`config.mk`:
```
export PLATFORM = sky130hd
export DESIGN_NAME = stage_sequencer
export DESIGN_NICKNAME = d
export VERILOG_FILES = /design/src/rtl/stage_sequencer.sv
export SDC_FILE = /design/constraint.sdc
export NUM_CORES = 1
export LEC_CHECK = 0
export CAP_MARGIN = 20
export CORE_MARGIN = 1.5
export CORE_UTILIZATION = 44
export CTS_CLUSTER_DIAMETER = 40
export DETAILED_ROUTE_END_ITERATION = 12
export PLACE_DENSITY = 0.79
export SETUP_SLACK_MARGIN = 0.1
export SLEW_MARGIN = 10
export SYNTH_ARGS = -nofsm -noshare
export SYNTH_HDL_FRONTEND = slang
export SYNTH_SLANG_ARGS = --single-unit
```
`constraint.sdc`:
```
create_clock -name clk -period 2.3 [get_ports clk]
set_clock_uncertainty 0.15 [all_clocks]
set_input_delay 0.46 -clock clk [delete_from_list [all_inputs] [get_ports clk]]
set_output_delay 0.46 -clock clk [all_outputs]
set_load 0.005 [all_outputs]
```
`src/rtl/stage_sequencer.sv`:
```
// stage_sequencer
//    Time- and vitals-driven controller that sits between the sample
//    acquisition path and the post-op stage FSM.
//
//    After a programmable dwell in each stage it pulses 'incremento' to
//    request an advance. The request is only made while the patient stays
//    stable. If the stage FSM does not react, the pulse is re-issued.
//
//    Incoming samples are compared against the current 'soglia'. A run of
//    consecutive over-threshold samples latches a sticky alarm, which holds
//    until it is acknowledged.
//
// Ports
//    clk           system clock
//    rst           synchronous, active-high reset
//    en            monitoring enable (same signal as the stage FSM 'sw')
//    tick          1-cycle timebase strobe
//    sample_valid  1-cycle qualifier for sample
//    sample        sensor value, unsigned
//    soglia        current threshold from the stage FSM, unsigned
//    stage         current stage code from the stage FSM
//    alarm_clr     1-cycle alarm acknowledge
//    incremento    1-cycle advance request to the stage FSM (registered)
//    alarm         sticky over-threshold alarm (registered)
//    dwell_cnt     ticks elapsed in the current stage (registered)
//    state_o       FSM state code (registered)
//
// State table
//    state   | meaning
//    IDLE    | monitoring disabled, everything cleared
//    DWELL   | counting ticks in the current stage
//    ADVANCE | incremento high for this cycle, stage snapshot taken
//    WAIT    | waiting for the stage FSM to change stage, retry on timeout
//    ALARM   | sticky alarm raised, waiting for alarm_clr

module stage_sequencer #(
   parameter int MAXB        = 9,
   parameter int STAGE       = 3,
   parameter int DW          = 16,
   parameter int DWELL_TICKS = 16,
   parameter int ALARM_N     = 3,
   parameter int LAST_STAGE  = 5,
   parameter int ACK_TO      = 4
) (
   input  logic             clk,
   input  logic             rst,
   input  logic             en,
   input  logic             tick,
   input  logic             sample_valid,
   input  logic [MAXB-1:0]  sample,
   input  logic [MAXB-1:0]  soglia,
   input  logic [STAGE-1:0] stage,
   input  logic             alarm_clr,
   output logic             incremento,
   output logic             alarm,
   output logic [DW-1:0]    dwell_cnt,
   output logic [2:0]       state_o
);

   localparam int OW = $clog2(ALARM_N + 1);
   localparam int AW = (ACK_TO > 1) ? $clog2(ACK_TO) : 1;

   typedef enum logic [2:0] {
      IDLE    = 3'd0,
      DWELL   = 3'd1,
      ADVANCE = 3'd2,
      WAIT    = 3'd3,
      ALARM   = 3'd4
   } state_t;

   state_t           state, state_nx;
   logic [DW-1:0]    dwell_nx;
   logic [OW-1:0]    over_cnt, over_nx;
   logic [AW-1:0]    ack_cnt, ack_nx;
   logic [STAGE-1:0] stage_prev, prev_nx;

   logic over_hit;
   logic sample_act;
   logic trig;
   logic expiry;

   always_comb begin
      state_nx   = state;
      dwell_nx   = dwell_cnt;
      over_nx    = over_cnt;
      ack_nx     = ack_cnt;
      prev_nx    = stage_prev;
      over_hit   = sample_valid && (sample > soglia);
      sample_act = (state == DWELL) || (state == ADVANCE) || (state == WAIT);
      trig       = 1'b0;
      expiry     = 1'b0;

      // Samples are only judged while actively monitoring; ALARM freezes
      // the run count until it is acknowledged.
      if (sample_act && sample_valid) begin
         if (over_hit)
            over_nx = (over_cnt == {OW{1'b1}}) ? over_cnt : over_cnt + OW'(1);
         else
            over_nx = '0;
      end
      trig = sample_act && over_hit && (over_cnt >= OW'(ALARM_N - 1));

      case (state)
         IDLE: begin
            if (en) begin
               state_nx = DWELL;
               dwell_nx = '0;
            end
         end
         DWELL: begin
            if (tick && (dwell_cnt != {DW{1'b1}}))
               dwell_nx = dwell_cnt + DW'(1);
            expiry = tick && (dwell_cnt == DW'(DWELL_TICKS - 1)) &&
                     (stage < STAGE'(LAST_STAGE));
            if (trig)
               state_nx = ALARM;
            else if (expiry)
               state_nx = ADVANCE;
         end
         ADVANCE: begin
            prev_nx  = stage;
            ack_nx   = '0;
            state_nx = trig ? ALARM : WAIT;
         end
         WAIT: begin
            if (trig) begin
               state_nx = ALARM;
            end else if (stage != stage_prev) begin
               state_nx = DWELL;
               dwell_nx = '0;
            end else if (ack_cnt == AW'(ACK_TO - 1)) begin
               state_nx = ADVANCE;
            end else begin
               ack_nx = ack_cnt + AW'(1);
            end
         end
         ALARM: begin
            if (alarm_clr) begin
               state_nx = DWELL;
               over_nx  = '0;
               dwell_nx = '0;
            end
         end
         default: begin
            state_nx = IDLE;
         end
      endcase

      if (!en) begin
         state_nx = IDLE;
         dwell_nx = '0;
         over_nx  = '0;
         ack_nx   = '0;
      end
   end

   always_ff @(posedge clk) begin
      if (rst) begin
         state      <= IDLE;
         dwell_cnt  <= '0;
         over_cnt   <= '0;
         ack_cnt    <= '0;
         stage_prev <= '0;
         incremento <= 1'b0;
         alarm      <= 1'b0;
      end else begin
         state      <= state_nx;
         dwell_cnt  <= dwell_nx;
         over_cnt   <= over_nx;
         ack_cnt    <= ack_nx;
         stage_prev <= prev_nx;
         // Outputs follow the next state so they line up with state_o.
         incremento <= (state_nx == ADVANCE);
         alarm      <= (state_nx == ALARM);
      end
   end

   assign state_o = state;

endmodule

```
* Yosys cells after proc, flatten, opt, wreduce, memory -nomap -nowiden
Cells that the tools add are included.
** Word-level totals
- Output and inout port bits :: 21
- Bits in registers :: 28
- Word-level logic and storage cells :: 69
- Input port bits :: 27
** Operators by class
- Reductions and logical operators :: 15
- Add/sub/neg operators :: 3
- Equal/unequal tests :: 17
- Order comparisons :: 3
- Multiplexer cells :: 23
- Bitwise operators :: 1
** Operators with widths (number)
- $mux W16 :: 4
- $pmux W16 S4 :: 1
- $mux W3 :: 8
- $add A16 B1 Y16 const B :: 1
- $eq A16 B4 Y1 const B :: 1
- $mux W2 :: 8
- $ne A16 B16 Y1 const B :: 1
- $pmux W3 S5 :: 1
- $eq A3 B2 Y1 const B :: 3
- $gt A9 B9 Y1 :: 1
- $ne A2 B2 Y1 const B :: 4
- $logic_and A1 B1 Y1 :: 7
- $eq A3 B3 Y1 const B :: 2
- $reduce_and A5 Y1 :: 1
- $add A2 B1 Y2 const B :: 2
- $eq A2 B2 Y1 const B :: 2
- $ne A2 B1 Y1 const B :: 2
- $pmux W2 S2 :: 1
- $reduce_and A4 Y1 :: 1
- $reduce_bool A4 Y1 :: 1
- $eq A3 B1 Y1 const B :: 1
- $logic_not A3 Y1 :: 1
- $lt A3 B3 Y1 const B :: 1
- $ne A3 B3 Y1 :: 1
- 5 further kinds :: 6

* Logic depth before layout (Yosys ltp)
- Word-level depth :: 9
- Mapped depth :: 9
- Depth with buffers taken out :: 8

* Least setup slack after synthesis
No wires, ideal clock.
- Kind :: input to register
- From :: input soglia[4]
- To :: register dwell_cnt[15]
- Setup slack :: 0.055 ns
- Data required time :: 2.018 ns
- Data arrival time :: 1.963 ns
- Path buffers :: 1
- Setup time :: 0.132 ns
- Stages :: 9
- Path through :: inv_1 ha_1 a21oi_1 o21ai_1 a2111oi_4 o32ai_2 buf_4 o21ai_1 a21oi_1
** On the way
- Cells in the longest elaborated chain, start to end :: 6
** Ends and longest elaborated chain
- start, declared :: RTL line 51 : input logic [MAXB-1:0] soglia,
- $gt A9 B9 Y1 :: RTL line 88 : over_hit = sample_valid && (sample > soglia);
- $logic_and A1 B1 Y1 :: RTL line 88
- $logic_and A1 B1 Y1 (2 in a row) :: RTL line 101 : trig = sample_act && over_hit && (over_cnt >= OW'(ALARM_N - 1));
- $ne A2 B2 Y1 (no line)
- $reduce_and A5 Y1 (no line)
- end signal, assigned :: RTL line 168 : dwell_cnt <= dwell_nx;
- end, declared :: RTL line 56 : output logic [DW-1:0] dwell_cnt,
Every way passes these cells.
A chain may end at the register's enable or synchronous reset.

* Worst setup path in the final report
- From :: input sample[4]
- To :: register dwell_cnt[2]
** On the way
- Cells in the longest elaborated chain, start to end :: 6
** Ends and longest elaborated chain
- start, declared :: RTL line 50 : input logic [MAXB-1:0] sample,
- $gt A9 B9 Y1 :: RTL line 88
- $logic_and A1 B1 Y1 :: RTL line 88
- $logic_and A1 B1 Y1 (2 in a row) :: RTL line 101
- $ne A2 B2 Y1 (no line)
- $reduce_and A5 Y1 (no line)
Every way passes these cells.

==> metrics <==
largest cells by area after synthesis dfxtp_1 (30%), ha_1 (7.5%), a21oi_1 (5.1%); clock power share 35.9%; fin nets 333; hold crit path type register to register; setup_tns 0 ps; area of the multi-input gates 1366 um^2; Mapped Cells 230; Power Density 392.7 nW/um^2; Final HPWL DP 3615 um; worst skew pair latency 280 ps; RSZ-0062 raised after global routing true; WHS Path Cells 2; Max-Cap Viols 0; switching share of power 24.25%; Slew Limit Headroom 68.57%; Internal Power 0.0008202 W; CTS tree done; initial antenna violation count 0; register area 560.5 um^2; clock root cell clkbuf_8; P&R area growth vs syn 49.32%; vias post-DR 2058; share of layout cells above drive strength 1 28.23%; Synth Flop Type dfxtp_1; top cells by count, synth dfxtp_1 (28), nand2_1 (23), a21oi_1 (19), nor2_1 (17), inv_1 (15); dpl cells 334; worst reg2reg path depth 7; final non-filler cell total 344; Async S/R FF share, synth 0%; syn avg cell area 8.029 um^2; H-tree depth 1; instance area after placement 2455 um^2; DR WL/cell 15.57 um; fin crit share 95.52%; final hold vios 0; Worst-path clk slew 90 ps; final WL 5356 um; unique cell type count in the Yosys netlist 49; n_diodes 0; Synth Warn # 0; status finished clean; # IOs 48; cts bufs inserted 3; worst-margin pin slew 470.8 ps; Pre-antenna DRT Iters 6; number of DRC markers in iteration 0 211; Fillers 317; core box area 4029 um^2; Synthesized Nets 268; grt total ovfl 0; post-route antenna net violation count 0; critical path arrival 2240 ps; total net switching power 0.0002626 W; die outline area 4595 um^2; Peak VDD IR 566.2 uV; number of global-route vias before repair 1676; GP Congestion 0.8365; #FFs+latches synth 28; PortBufs 47; critical path data required time 2350 ps; largest net degree at the start of global routing 17; first-pass GRT wire length 7900 um; area leader, netlist dfxtp_1; Netlist Area Pre-Place 1847 um^2; Final setup violation count 0; vias per cell 5.983; Worst setup SP type input port; Max FO, Critical Path 5; post-synth top area share 30.35%; Die H 67.79 um; Flop pwr share 45.2%; Rows 23; post-synthesis sequential area ratio 30.35%; most frequent cell after synthesis dfxtp_1; gr usage total 22.20%; clock tree buffer depth 2; clk sink count 28; final instance area 2758 um^2; combinational fraction of design power 18.9%; Tmin final 2197 ps; Worst Setup End Kind register; # DRC 0; fin. max-slew vios 0; EDFF count, synth 0; FMAX 455.2 MHz; Die W 67.79 um; Leak Pwr 0.9678 nW; Setup Crit Path Kind input port to register; initial core utilization 45.84%
what timing repair did:
item | in CTS | in global routing
resized for setup | 85 | 24
gates cloned | 1 | 0
buffers inserted | 5 | 1
pin swaps | 15 | 19
endpoints found under the setup margin | 25 | 19
hold buffers | 0 | 0
final timing paths:
path | start | to | slack, ps
setup / recovery | sample[4] | dwell_cnt[2] | 100
hold / removal | ack_cnt[1] | ack_cnt[1] | 370
hold reg to reg | ack_cnt[1] | ack_cnt[1] | 370
setup reg to reg | dwell_cnt[0] | dwell_cnt[5] | 250
state kept, by name, indices dropped and copies added, names as in the netlist:
name / cells
dwell_cnt: 16
over_cnt: 2
state_o: 3
alarm: 1
ack_cnt: 2
stage_prev: 3
incremento: 1
critical path, stage by stage:
cell and delay [ps]:
buf_2 120, ha_4 270, nand4_1 170, nor3_4 260, a2111oi_4 70, buf_4 160, o32ai_4 290, buf_6 150
inv_4 40, a311oi_1 230
routing by layer:
metal / track usage [%] / wire (um) / share of wire (%) / vias to the layer above
met2: 32.84 / 2569 / 48 / 90
met1: 33.37 / 2413 / 45 / 977
met5: 0 / 0 / 0 / -
li1: - / - / - / 981
met4: 4.250 / 59 / 1.1 / 0
met3: 4.333 / 313 / 5.8 / 10
cell usage in the layout (no fill, tap or decap), types with 3 or more instances in the layout:
cell and instances:
clkdlybuf4s50_1 29, dfxtp_1 28, nand2_1 21, a21oi_1 17, nor2_1 17, buf_6 15, buf_4 13, o21ai_0 10
nand3_1 10, inv_2 7, inv_1 7, a31oi_1 7, ha_4 7, buf_2 7, nand4b_1 5, and2_1 4
a311oi_1 4, o21ai_1 4, nand4_1 3, nor3_2 3, nor3_1 3, or3_1 3, o21ai_2 3, o31ai_4 3
nor2b_1 3, xnor2_1 3, nand2b_1 3, mux2i_1 3, ha_1 3, clkbuf_8 3
through the flow:
stage | setup slack, ps | util (%) | power (W) | hold slack, ps
after floorplan | 116.7 | - | 0.0005789 | 299.7
after global placement | -420.7 | 60.93 | 0.0006592 | 326.1
after detailed placement | -491.6 | 60.93 | 0.0006619 | 338.3
after CTS | 102.0 | 65.90 | 0.001069 | 373.3
after global routing | 36.69 | 68.45 | 0.001115 | 401.7
final | 102.9 | 68.45 | 0.001083 | 374.5
cell families (layout without fill, tap and decap cells):
kind of cell	count (synthesis)	count (layout)	share of synthesized area (%)
compound gates	67	67	24.05
xor+xnor	3	3	1.423
fa+ha+maj	11	11	7.452
buf+inv	24	88	5.826
flops	28	28	30.35
mux	3	3	1.626
simple gates	94	94	29.27
power by group through the flow:
stage                     clock network (W)  logic (W)  registers, W
after floorplan                           0  0.0000788      0.000500
after global placement                    0   0.000159      0.000501
after detailed placement                  0   0.000161      0.000501
after CTS                          0.000394   0.000185      0.000489
after global routing               0.000405   0.000220      0.000490
final                              0.000388   0.000205      0.000490
layout make-up:
cell class              count  share of cell area (%)
well taps                  50                   2.269
multi-input cells         178                   49.55
repair buffers             67                   22.28
flip-flops and latches     28                   20.33
clock buffers               3                   1.497
clock inverters             1                   1.089
inverters                  17                   2.995
(Power assumes the default switching activity.)
